### src/rtl/flash_pkg.sv
// flash_pkg
//   Shared types and helpers for the flash prefetch reader.
//   flash_rd_state_t : reader control states (IDLE, RUN, DRAIN)
//   cnt_w(depth)     : bit width of a counter that must hold 0..depth inclusive
package flash_pkg;

    typedef enum logic [1:0] {
        IDLE  = 2'd0,
        RUN   = 2'd1,
        DRAIN = 2'd2
    } flash_rd_state_t;

    // A counter that reaches "depth" itself needs one value more than clog2(depth).
    function automatic int cnt_w(input int depth);
        return $clog2(depth + 1);
    endfunction

endpackage

### src/rtl/flash_prefetch_fifo.sv
// flash_prefetch_fifo
//   Register-array FIFO that buffers flash words ahead of the sample path.
//   Ports:
//     sample_clk, reset : clock, synchronous active-high reset
//     flush             : empty the FIFO (pointers and count to zero)
//     push, push_data   : write one word at the tail
//     pop               : drop the head word (ignored when empty)
//     head              : word at the head of the FIFO
//     cnt               : number of words held (0..DEPTH)
//     empty             : cnt == 0
//   Parameters: DATA_W word width, DEPTH entries (power of two, >= 2).
module flash_prefetch_fifo
    import flash_pkg::*;
#(
    parameter int DATA_W = 32,
    parameter int DEPTH  = 8
) (
    input  logic                      sample_clk,
    input  logic                      reset,
    input  logic                      flush,
    input  logic                      push,
    input  logic [DATA_W-1:0]         push_data,
    input  logic                      pop,
    output logic [DATA_W-1:0]         head,
    output logic [cnt_w(DEPTH)-1:0]   cnt,
    output logic                      empty
);

    localparam int PTR_W = $clog2(DEPTH);
    localparam int CNT_W = cnt_w(DEPTH);

    logic [DATA_W-1:0] mem_q [DEPTH];
    logic [DATA_W-1:0] mem_d [DEPTH];
    logic [PTR_W-1:0]  wr_ptr_q, wr_ptr_d;
    logic [PTR_W-1:0]  rd_ptr_q, rd_ptr_d;
    logic [CNT_W-1:0]  cnt_q, cnt_d;
    logic              full;
    logic              do_push;
    logic              do_pop;

    assign empty = (cnt_q == '0);
    assign full  = (cnt_q == CNT_W'(DEPTH));
    assign head  = mem_q[rd_ptr_q];
    assign cnt   = cnt_q;

    always_comb begin
        mem_d    = mem_q;
        wr_ptr_d = wr_ptr_q;
        rd_ptr_d = rd_ptr_q;
        cnt_d    = cnt_q;
        do_push  = push && !full;
        do_pop   = pop && !empty;

        if (do_push) begin
            mem_d[wr_ptr_q] = push_data;
            wr_ptr_d        = wr_ptr_q + 1'b1;
        end
        if (do_pop) begin
            rd_ptr_d = rd_ptr_q + 1'b1;
        end
        if (do_push && !do_pop) begin
            cnt_d = cnt_q + 1'b1;
        end else if (!do_push && do_pop) begin
            cnt_d = cnt_q - 1'b1;
        end

        // Storage contents are left alone on flush; only the bookkeeping resets.
        if (flush) begin
            wr_ptr_d = '0;
            rd_ptr_d = '0;
            cnt_d    = '0;
        end
    end

    always_ff @(posedge sample_clk) begin
        if (reset) begin
            for (int i = 0; i < DEPTH; i++) begin
                mem_q[i] <= '0;
            end
            wr_ptr_q <= '0;
            rd_ptr_q <= '0;
            cnt_q    <= '0;
        end else begin
            mem_q    <= mem_d;
            wr_ptr_q <= wr_ptr_d;
            rd_ptr_q <= rd_ptr_d;
            cnt_q    <= cnt_d;
        end
    end

    // The parent's credit scheme never lets a response land on a full FIFO.
    a_no_overflow: assert property (@(posedge sample_clk) disable iff (reset) !(push && full));

endmodule

### src/rtl/flash_prefetch_reader.sv
// flash_prefetch_reader
//   Avalon-MM flash read master that loops over an address window (forward or
//   reverse) and streams the words into a prefetch FIFO for the sample path.
//   Several reads may be outstanding; issue is gated by credits so that
//   buffered + outstanding words never exceed the FIFO depth.
//   Ports:
//     sample_clk, reset            : clock, synchronous active-high reset
//     start, stop, dir             : control pulses and direction (0 fwd, 1 rev)
//     start_addr, end_addr         : inclusive window bounds, sampled with start
//     flash_mem_*                  : Avalon-MM read master
//     data, data_valid, data_ready : consumer valid/ready stream
//     busy                         : reader not idle
//     underrun                     : registered pulse, consumer ready on empty FIFO
//     underrun_cnt                 : saturating underrun count
//                                    (only with FLASH_READER_UNDERRUN_CNT_EN)
//   Optional feature macro: FLASH_READER_UNDERRUN_CNT_EN
module flash_prefetch_reader
    import flash_pkg::*;
#(
    parameter int DATA_W   = 32,
    parameter int ADDR_W   = 23,
    parameter int DEPTH    = 8,
    parameter int MAX_PEND = 4
) (
    input  logic              sample_clk,
    input  logic              reset,
    input  logic              start,
    input  logic              stop,
    input  logic              dir,
    input  logic [ADDR_W-1:0] start_addr,
    input  logic [ADDR_W-1:0] end_addr,
    output logic              flash_mem_read,
    output logic [ADDR_W-1:0] flash_mem_address,
    input  logic              flash_mem_waitrequest,
    input  logic              flash_mem_readdatavalid,
    input  logic [DATA_W-1:0] flash_mem_readdata,
    output logic [DATA_W-1:0] data,
    output logic              data_valid,
    input  logic              data_ready,
    output logic              busy,
`ifdef FLASH_READER_UNDERRUN_CNT_EN
    output logic [15:0]       underrun_cnt,
`endif
    output logic              underrun
);

    localparam int FCNT_W = cnt_w(DEPTH);
    localparam int PCNT_W = cnt_w(MAX_PEND);
    localparam int SUM_W  = FCNT_W + 1;

    flash_rd_state_t   state_q, state_d;
    logic [ADDR_W-1:0] addr_q, addr_d;
    logic [ADDR_W-1:0] lo_q, lo_d;
    logic [ADDR_W-1:0] hi_q, hi_d;
    logic              dir_q, dir_d;
    logic [PCNT_W-1:0] pend_cnt_q, pend_cnt_d;
    logic              hold_q, hold_d;
    logic              underrun_q, underrun_d;

    logic              credit_ok;
    logic              issue;
    logic              accept;
    logic              rsp_dec;
    logic              push;
    logic              pop;
    logic              flush;
    logic [FCNT_W-1:0] fifo_cnt;
    logic              fifo_empty;
    logic [DATA_W-1:0] fifo_head;

    flash_prefetch_fifo #(
        .DATA_W (DATA_W),
        .DEPTH  (DEPTH)
    ) u_fifo (
        .sample_clk (sample_clk),
        .reset      (reset),
        .flush      (flush),
        .push       (push),
        .push_data  (flash_mem_readdata),
        .pop        (pop),
        .head       (fifo_head),
        .cnt        (fifo_cnt),
        .empty      (fifo_empty)
    );

    always_comb begin
        state_d    = state_q;
        addr_d     = addr_q;
        lo_d       = lo_q;
        hi_d       = hi_q;
        dir_d      = dir_q;
        pend_cnt_d = pend_cnt_q;
        flush      = 1'b0;

        // Every issued read owns a FIFO slot until its word is popped.
        credit_ok = (SUM_W'(fifo_cnt) + SUM_W'(pend_cnt_q)) < SUM_W'(DEPTH);
        issue     = (state_q == RUN) && credit_ok && (pend_cnt_q < PCNT_W'(MAX_PEND));

        // hold_q keeps a stalled request alive even after stop or credit loss.
        flash_mem_read = hold_q || issue;
        accept         = flash_mem_read && !flash_mem_waitrequest;
        hold_d         = flash_mem_read && flash_mem_waitrequest;

        // Strays (e.g. after reset) must not push the count below zero.
        rsp_dec = flash_mem_readdatavalid && (pend_cnt_q != '0);
        if (accept && !rsp_dec) begin
            pend_cnt_d = pend_cnt_q + 1'b1;
        end else if (!accept && rsp_dec) begin
            pend_cnt_d = pend_cnt_q - 1'b1;
        end

        push       = flash_mem_readdatavalid && (state_q == RUN);
        data_valid = (state_q == RUN) && !fifo_empty;
        pop        = data_valid && data_ready;
        underrun_d = (state_q == RUN) && data_ready && fifo_empty;

        if (accept) begin
            if (!dir_q) begin
                addr_d = (addr_q == hi_q) ? lo_q : addr_q + 1'b1;
            end else begin
                addr_d = (addr_q == lo_q) ? hi_q : addr_q - 1'b1;
            end
        end

        case (state_q)
            IDLE: begin
                if (start) begin
                    state_d = RUN;
                    lo_d    = start_addr;
                    hi_d    = end_addr;
                    dir_d   = dir;
                    addr_d  = dir ? end_addr : start_addr;
                end
            end
            RUN: begin
                if (stop) begin
                    state_d = DRAIN;
                end
            end
            DRAIN: begin
                // Leave only once nothing is outstanding and no request is on the bus.
                if ((pend_cnt_q == '0) && !flash_mem_read) begin
                    state_d = IDLE;
                    flush   = 1'b1;
                end
            end
            default: state_d = IDLE;
        endcase
    end

    always_ff @(posedge sample_clk) begin
        if (reset) begin
            state_q    <= IDLE;
            addr_q     <= '0;
            lo_q       <= '0;
            hi_q       <= '0;
            dir_q      <= 1'b0;
            pend_cnt_q <= '0;
            hold_q     <= 1'b0;
            underrun_q <= 1'b0;
        end else begin
            state_q    <= state_d;
            addr_q     <= addr_d;
            lo_q       <= lo_d;
            hi_q       <= hi_d;
            dir_q      <= dir_d;
            pend_cnt_q <= pend_cnt_d;
            hold_q     <= hold_d;
            underrun_q <= underrun_d;
        end
    end

    assign flash_mem_address = addr_q;
    assign data              = fifo_head;
    assign busy              = (state_q != IDLE);
    assign underrun          = underrun_q;

`ifdef FLASH_READER_UNDERRUN_CNT_EN
    logic [15:0] ucnt_q, ucnt_d;

    always_comb begin
        ucnt_d = ucnt_q;
        if ((state_q == IDLE) && start) begin
            ucnt_d = '0;
        end else if (underrun_q && (ucnt_q != 16'hFFFF)) begin
            ucnt_d = ucnt_q + 1'b1;
        end
    end

    always_ff @(posedge sample_clk) begin
        if (reset) begin
            ucnt_q <= '0;
        end else begin
            ucnt_q <= ucnt_d;
        end
    end

    assign underrun_cnt = ucnt_q;
`endif

endmodule

### config.mk
export PLATFORM = sky130hd
export DESIGN_NAME = flash_prefetch_reader
export DESIGN_NICKNAME = d
export VERILOG_FILES = /design/src/rtl/flash_pkg.sv /design/src/rtl/flash_prefetch_fifo.sv /design/src/rtl/flash_prefetch_reader.sv
export SDC_FILE = /design/constraint.sdc
export NUM_CORES = 1
export LEC_CHECK = 0
export ABC_CLOCK_PERIOD_IN_PS = 3200
export CAP_MARGIN = 40
export CELL_PAD_IN_SITES_DETAIL_PLACEMENT = 0
export CELL_PAD_IN_SITES_GLOBAL_PLACEMENT = 2
export CORE_ASPECT_RATIO = 0.9
export CORE_MARGIN = 5
export CORE_UTILIZATION = 36
export DETAILED_ROUTE_END_ITERATION = 10
export HOLD_SLACK_MARGIN = 0.08
export PLACE_DENSITY_LB_ADDON = 0.1
export SLEW_MARGIN = 25
export SYNTH_ARGS = -nofsm -noshare
export SYNTH_HDL_FRONTEND = slang
export SYNTH_HIERARCHICAL = 1
export SYNTH_SLANG_ARGS = --single-unit
### constraint.sdc
create_clock -name sample_clk -period 3.2 [get_ports sample_clk]
set_clock_uncertainty 0.05 [all_clocks]
set_input_delay 0.32 -clock sample_clk [delete_from_list [all_inputs] [get_ports sample_clk]]
set_output_delay 0.32 -clock sample_clk [all_outputs]
set_load 0.05 [all_outputs]
==> results by group, run 1 <==
Place
  – Cells after DPL: 2663
  – PortBufs: 144
  – Routability congestion estimate: 0.8318
  – Detailed placement HPWL: 34540 µm

Worst setup path
  – Flop-to-flop setup slack: 0.34 ns
  – Slowest-stage cell, CP: clkdlybuf4s50_1
  – FF-to-FF Start: u_fifo/cnt[1]
  – Reg2reg end: u_fifo/cnt[3]
  – Peak fanout along the critical path: 8
  – Crit path launch type: flop
  – Arr. time, crit path: 2.57 ns
  – Reg2Reg Depth: 10
  – Req. time, crit path: 2.83 ns
  – Worst Path Class, Setup: flop to output port
  – Critical path's largest stage delay: 0.81 ns
  – Worst path cell trace: ha_1 -> nand4_1 -> a41oi_1 -> inv_1 -> clkdlybuf4s50_1
  – Crit path capture type: output port

Cells and area
  – Register Area: 6875 µm²
  – # fillers: 4710
  – Final std cells w/o fill: 2735
  – Most common cell after layout, fill and taps aside: nand2_1
  – Final #Nets: 2182
  – Share of layout cells above drive strength 1: 0.1626
  – Multi-input logic area: 9393 µm²
  – P&R area growth vs syn: 18.39%
  – Most frequent cells in the layout: nand2_1, dfxtp_1, a21oi_1

STA
  – Fin. max-slew vios: 0
  – Fin Setup TNS: 0 ns
  – Fmax: 340.4 MHz
  – Setup violators final: 0
  – Worst hold slack: 0.1544 ns
  – Relative slew slack: 0.4197
  – Fin. Hold Viols: 0
  – Slew @ Worst Pin: 0.8673 ns
  – Final min period: 2.938 ns
  – RSZ-0062 raised after global routing: false
  – Final period util: 0.9180

Logic synthesis
  – Synth Cell Area: 17360 µm²
  – Yosys top cell area share: 0.3956
  – Largest cells by area after synthesis: dfxtp_1, nand2_1, a21oi_1
  – Register area share after synthesis: 0.3956
  – Ys Warns: 6
  – Yosys reg bits: 343
  – Total nets after synthesis: 2131
  – Async set-reset flop share out of synthesis: 0
  – Count of cell types in the netlist: 76
  – Post-synth EDFFs: 0
  – Main synth FF type: dfxtp_1
  – Mean Syn Cell Area: 8.537 µm²
  – Post-synth top area cell: dfxtp_1
  – Post-Syn Instances: 2033

CTS
  – H-tree depth: 2
  – TritonCTS Sinks: 343
  – Post-CTS setup buffer count: 0
  – CTS Root Cell: clkbuf_16
  – Total CTS buffers: 42
  – CTS clk-pin slew, worst paths: 0.06 ns
  – TritonCTS clock tree: yes
  – Max Buffers Root-to-Sink: 3
  – Worst-skew pair later-pin latency: 0.57 ns

Routing
  – First-iteration detailed-routing DRC count: 889
  – Drt drc: 0
  – Total wire length: 55860 µm
  – Pre-antenna DRT Iters: 5
  – Antenna-violating nets left: 0
  – Wire length per cell: 20.42 µm
  – Vias: 14267
  – Vias/cell: 5.216

Floorplanning
  – Initial core utilization: 0.3629
  – Die Area: 52710 µm²
  – Core area: 47830 µm²
  – Chip height: 218.3 µm
  – I/O Pins: 145
  – Die X: 241.5 µm
  – Floorplan row count: 76

Power
  – Power per cell area: 561.6 nW/µm²
  – Internal power: 8.157 mW
  – P_sw: 3.384 mW
  – Sw frac: 0.2932
  – Peak supply drop: 333.6 µV
  – P_leak: 7.269 nW
  – Clock share of power: 0.418
  – Comb power frac: 0.179
  – Sequential share of power: 0.403

Global routing
  – Largest net degree at the start of global routing: 112
  – Gr usage total: 0.2074
  – GR Overflow Total: 0
  – Number of global-route vias before repair: 13979
  – Antenna violations before repair: 2
  – First-pass GRT wire length: 85350 µm

Job
  – Max cap viols: 0

Run status
  – Status: complete, no violations

Worst hold path
  – Hold Path Class: input port to flop
  – Hold path startpoint: reset
  – Hold Path Stages: 2
  – Hold Path Sink: state_q[1]
## registers in the layout, summed over array words and instances, names as in the netlist
signal and count:
dir_q 1, pend_cnt_q 3, state_q 2, hold_q 1
hi_q 23, u_fifo/wr_ptr_q 3, underrun 1, lo_q 23
u_fifo/cnt 4, flash_mem_address 23, u_fifo/rd_ptr_q 3, u_fifo/mem_q 256
## power groups by stage
stage	Clock (mW)	Combinational, mW	Sequential [mW]
floorplan	0	1.36	4.77
global placement	0	2.08	4.74
detailed placement	0	2.08	4.75
CTS	4.97	2.08	4.65
global route	5.12	2.25	4.68
finish	4.82	2.07	4.65
## how the worst max path moves through the flow
stage	start	to	slack, ns	depth (start not counted)
finish	u_fifo/cnt[1]	flash_mem_read	0.26	5
floorplan	u_fifo/cnt[0]	u_fifo/cnt[3]	0.65	11
detailed placement	u_fifo/cnt[1]	u_fifo/cnt[3]	0.39	10
global route	u_fifo/cnt[1]	flash_mem_read	0.17	5
global placement	u_fifo/cnt[1]	u_fifo/cnt[3]	0.26	8
CTS	u_fifo/cnt[1]	flash_mem_read	0.20	5
## repair_timing
| action | CTS | global route |
|---|---|---|
| resized for setup | 23 | 0 |
| endpoints found under the setup margin | 23 | 0 |
| hold buffers | 0 | 0 |
## cell families after synthesis
family          after synthesis  share of synthesized area
simple gates                808                     0.2100
compound gates              418                     0.1390
flops                       343                     0.3956
buf+inv                     215                    0.06603
mux                         143                     0.1320
xor+xnor                     94                    0.04787
fa+ha+maj                    12                   0.009516
## metal layers
layer / GRT usage / vias to the layer above / routed length, µm
met4: 0.05961 / 2 / 1363
met5: 0 / - / 9
met3: 0.03041 / 66 / 2252
li1: - / 7013 / -
met1: 0.2754 / 6908 / 24910
met2: 0.3518 / 278 / 27320
## cells in the mapped netlist, types with 4 or more instances
cell type  count
buf_1          6
or3_1         15
xnor2_1       32
nor4_4         5
mux2_2        43
ha_1          10
a211o_1        6
a21oi_2       30
a22o_1         4
buf_6         16
buf_4         23
buf_2         79
or4_1          5
nand3_1       19
dfxtp_1      343
inv_1         14
nand2_1      604
nor2_1        41
o221ai_1       4
and3_1         8
nor4_1        13
a22oi_1        4
xor2_1        61
nand2_2       30
nand4_1        9
mux2i_1       35
a21oi_1      302
nor3_1        15
mux4_2        64
nor3b_1        4
clkbuf_1      74
a211oi_1      15
o21ai_0       28
## critical path: cells and delay by family (launching register included)
| family | cells | cell delay (ns) |
|---|---|---|
| flops | 1 | 0.55 |
| buf+inv | 2 | 0.92 |
| fa+ha+maj | 1 | 0.30 |
| simple gates | 1 | 0.12 |
| compound gates | 1 | 0.12 |
## area by class of cell
cell class,count,share of cell area
repair buffers,208,0.09998
multi-input cells,1475,0.4571
clock buffers,61,0.06052
diodes,1,0.0001218
clock inverters,9,0.007124
flip-flops and latches,343,0.3346
well taps,624,0.03800
inverters,14,0.002557
## metrics by stage
step | util | setup WS (ns) | total power, mW | area [µm²]
4_1_cts | 0.4290 | 0.2018 | 11.71 | 20520
3_5_place_dp | 0.4005 | 0.3935 | 6.828 | 19160
6_report | 0.4296 | 0.2623 | 11.54 | 20550
2_1_floorplan | - | 0.6498 | 6.129 | 17360
3_3_place_gp | 0.4004 | 0.2566 | 6.823 | 19150
5_1_grt | 0.4296 | 0.1653 | 12.06 | 20550
(Power assumes the default switching activity.)
==> run 2: changes to the inputs <==
--- a/config.mk
+++ b/config.mk
@@ -6,17 +6,16 @@
 export NUM_CORES = 1
 export LEC_CHECK = 0
 export ABC_CLOCK_PERIOD_IN_PS = 3200
-export CAP_MARGIN = 40
+export CAP_MARGIN = 15
 export CELL_PAD_IN_SITES_DETAIL_PLACEMENT = 0
 export CELL_PAD_IN_SITES_GLOBAL_PLACEMENT = 2
 export CORE_ASPECT_RATIO = 0.9
 export CORE_MARGIN = 5
-export CORE_UTILIZATION = 36
+export CORE_UTILIZATION = 35
 export DETAILED_ROUTE_END_ITERATION = 10
 export HOLD_SLACK_MARGIN = 0.08
 export PLACE_DENSITY_LB_ADDON = 0.1
 export SLEW_MARGIN = 25
 export SYNTH_ARGS = -nofsm -noshare
 export SYNTH_HDL_FRONTEND = slang
-export SYNTH_HIERARCHICAL = 1
 export SYNTH_SLANG_ARGS = --single-unit
==> run 2 against run 1 <==
Global-route usage rose by 0.60 points. Sequential power fell by 0.9%. Routed wire length rose by 1.5%. Register-to-register slack improved by 0.17 ns. Clock power fell by 4.4%. First-iteration DRC count rose by 15%. Synthesized cell count fell by 0.89%. Critical path type unchanged. Largest cell class unchanged.
==> results by group, run 2 <==
CTS
  – CTS Root Cell: clkbuf_16
  – TritonCTS clock tree: yes
  – Post-CTS setup buffer count: 0
  – Max Buffers Root-to-Sink: 3
  – CTS clk-pin slew, worst paths: 0.06 ns
  – H-tree depth: 2
  – TritonCTS Sinks: 343
  – Total CTS buffers: 40
  – Worst-skew pair later-pin latency: 0.55 ns

Cells and area
  – Core Util, Final: 0.4309
  – Most frequent cells in the layout: nand2_1, dfxtp_1, a21oi_1
  – Most common cell after layout, fill and taps aside: nand2_1
  – Max FFs per register: 256
  – Final #Nets: 2192
  – Share of layout cells above drive strength 1: 0.1365
  – Final std cells w/o fill: 2741
  – P&R area growth vs syn: 21.34%
  – Largest Register: u_fifo.mem_q

STA
  – Worst hold slack: 0.2862 ns
  – RSZ-0062 raised after global routing: false
  – Final min period: 3.104 ns
  – Fmax: 322.2 MHz
  – Fin. max-slew vios: 0
  – Slew @ Worst Pin: 0.9192 ns
  – Relative slew slack: 0.3872
  – Setup violators final: 0
  – Final period util: 0.9699
  – Fin Setup TNS: 0 ns
  – Fin. Hold Viols: 0

Routing
  – Wire length per cell: 20.68 µm
  – Vias/cell: 5.279
  – Vias: 14469
  – First-iteration detailed-routing DRC count: 1025
  – Drt drc: 0
  – Pre-antenna DRT Iters: 5
  – Antenna-violating nets left: 0
  – Total wire length: 56670 µm

Global routing
  – First-pass GRT wire length: 87480 µm
  – GR Overflow Total: 0
  – Number of global-route vias before repair: 14222
  – Gr usage total: 0.2135
  – Largest net degree at the start of global routing: 183
  – Antenna violations before repair: 1

Worst setup path
  – Critical path's largest stage delay: 0.70 ns
  – Crit path launch type: flop
  – Crit path capture type: output port
  – Peak fanout along the critical path: 32
  – Arr. time, crit path: 2.73 ns
  – Slowest-stage cell, CP: clkdlybuf4s50_1
  – Worst path cell trace: buf_12 -> mux4_2 -> mux2_2 -> clkdlybuf4s50_1
  – Req. time, crit path: 2.83 ns
  – CP bufs+invs: 2
  – Cell family with most CP delay: buffers and inverters
  – Worst Path Class, Setup: flop to output port

Power
  – Sw frac: 0.2977
  – Clock share of power: 0.406
  – Sequential share of power: 0.406
  – Peak supply drop: 344.6 µV
  – Internal power: 7.981 mW
  – P_leak: 7.364 nW
  – Comb power frac: 0.188
  – Power per cell area: 563.2 nW/µm²
  – P_sw: 3.383 mW

Logic synthesis
  – Top-count cell post-synth: nand2_1
  – Post-Syn Instances: 2015
  – Total nets after synthesis: 2113
  – Synth Cell Area: 16630 µm²
  – Mean Syn Cell Area: 8.252 µm²
  – Post-synth EDFFs: 0
  – Largest cells by area after synthesis: dfxtp_1, nand2_1, a21oi_1
  – Async set-reset flop share out of synthesis: 0
  – Count of cell types in the netlist: 65
  – Register area share after synthesis: 0.4130
  – Ys Warns: 0
  – Yosys reg bits: 343
  – Synth top cells by count: nand2_1, dfxtp_1, a21oi_1, clkbuf_1, mux4_2
  – Post-synth top area cell: dfxtp_1
  – Main synth FF type: dfxtp_1
  – Yosys top cell area share: 0.4130

Place
  – Routability congestion estimate: 0.8263
  – Cells after DPL: 2666
  – PortBufs: 144
  – Detailed placement HPWL: 36590 µm

Floorplanning
  – Chip height: 216.8 µm
  – Die Area: 51970 µm²
  – I/O Pins: 145
  – Floorplan row count: 75
  – Initial core utilization: 0.3551
  – Core area: 46830 µm²
  – Die X: 239.8 µm

Run status
  – Status: complete, no violations

Job
  – Max cap viols: 0

Worst hold path
  – Hold Path Class: input port to flop
run 2: power by group through the flow:
stage / clock network, mW / registers [mW] / logic (mW)
detailed placement: 0 / 4.71 / 2.14
CTS: 4.76 / 4.61 / 2.14
global route: 4.94 / 4.63 / 2.32
floorplan: 0 / 4.77 / 1.32
finish: 4.61 / 4.61 / 2.14
global placement: 0 / 4.70 / 2.13
run 2: timing repair:
action / 4_1_cts / 5_1_grt
hold buffers: 1 / 0
setup endpoints to repair: 15 / 12
gates cloned: 0 / 0
endpoints found under the hold margin: 8 / 0
gates resized for setup: 15 / 12
run 2: per-stage QoR:
step | setup slack [ns] | cell area, µm² | power (mW)
global route | 0.006809 | 20180 | 11.90
finish | 0.09640 | 20180 | 11.36
CTS | 0.00001354 | 20120 | 11.52
detailed placement | 0.5136 | 18800 | 6.845
floorplan | 0.5641 | 16630 | 6.086
global placement | 0.5332 | 18800 | 6.836
run 2: kinds of logic (layout without fill, tap and decap cells):
group | Yosys count | after routing | share of synthesized area
mux | 143 | 143 | 0.1376
buf+inv | 206 | 315 | 0.05162
xor+xnor | 88 | 88 | 0.04635
flops | 343 | 343 | 0.4130
other cells | 0 | 1 | 0
simple gates | 795 | 795 | 0.2015
compound gates | 428 | 428 | 0.1400
fa+ha+maj | 12 | 12 | 0.009933
run 2: path summary, 6_finish.rpt:
| check | start | endpoint | slack [ns] | cells after the start |
|---|---|---|---|---|
| worst max-delay path | u_fifo.rd_ptr_q[0] | data[0] | 0.1 | 4 |
| worst min-delay path | end_addr[4] | hi_q[4] | 0.29 | 3 |
| worst max register to register | u_fifo.cnt[0] | u_fifo.cnt[3] | 0.51 | 10 |
| worst min register to register | u_fifo.mem_q[5] | u_fifo.mem_q[5] | 0.40 | 2 |
run 2: final cells by class:
class                           instances  area, µm²
Antenna cell                            1      2.502
Clock buffer                           62       1236
Clock inverter                         10      88.84
Fill cell                            4678      26650
Inverter                               13      48.80
Multi-Input combinational cell       1466       8967
Sequential cell                       343       6875
Tap cell                              616      770.7
Timing Repair Buffer                  230       2186
run 2: tightest hold or removal path, delay by kind of cell:
kind	cells	cell delay, ns
buffers and inverters	1	0.41
AO/OA/AOI/OAI	1	0.05
AND/OR/NAND/NOR	1	0.06
run 2: per-layer routing:
layer	share of wire	vias up	global-route usage
met2	0.46	319	0.3371
met4	0.022	0	0.05496
li1	-	7031	-
met5	0	-	0
met3	0.051	75	0.03329
met1	0.47	7044	0.3070
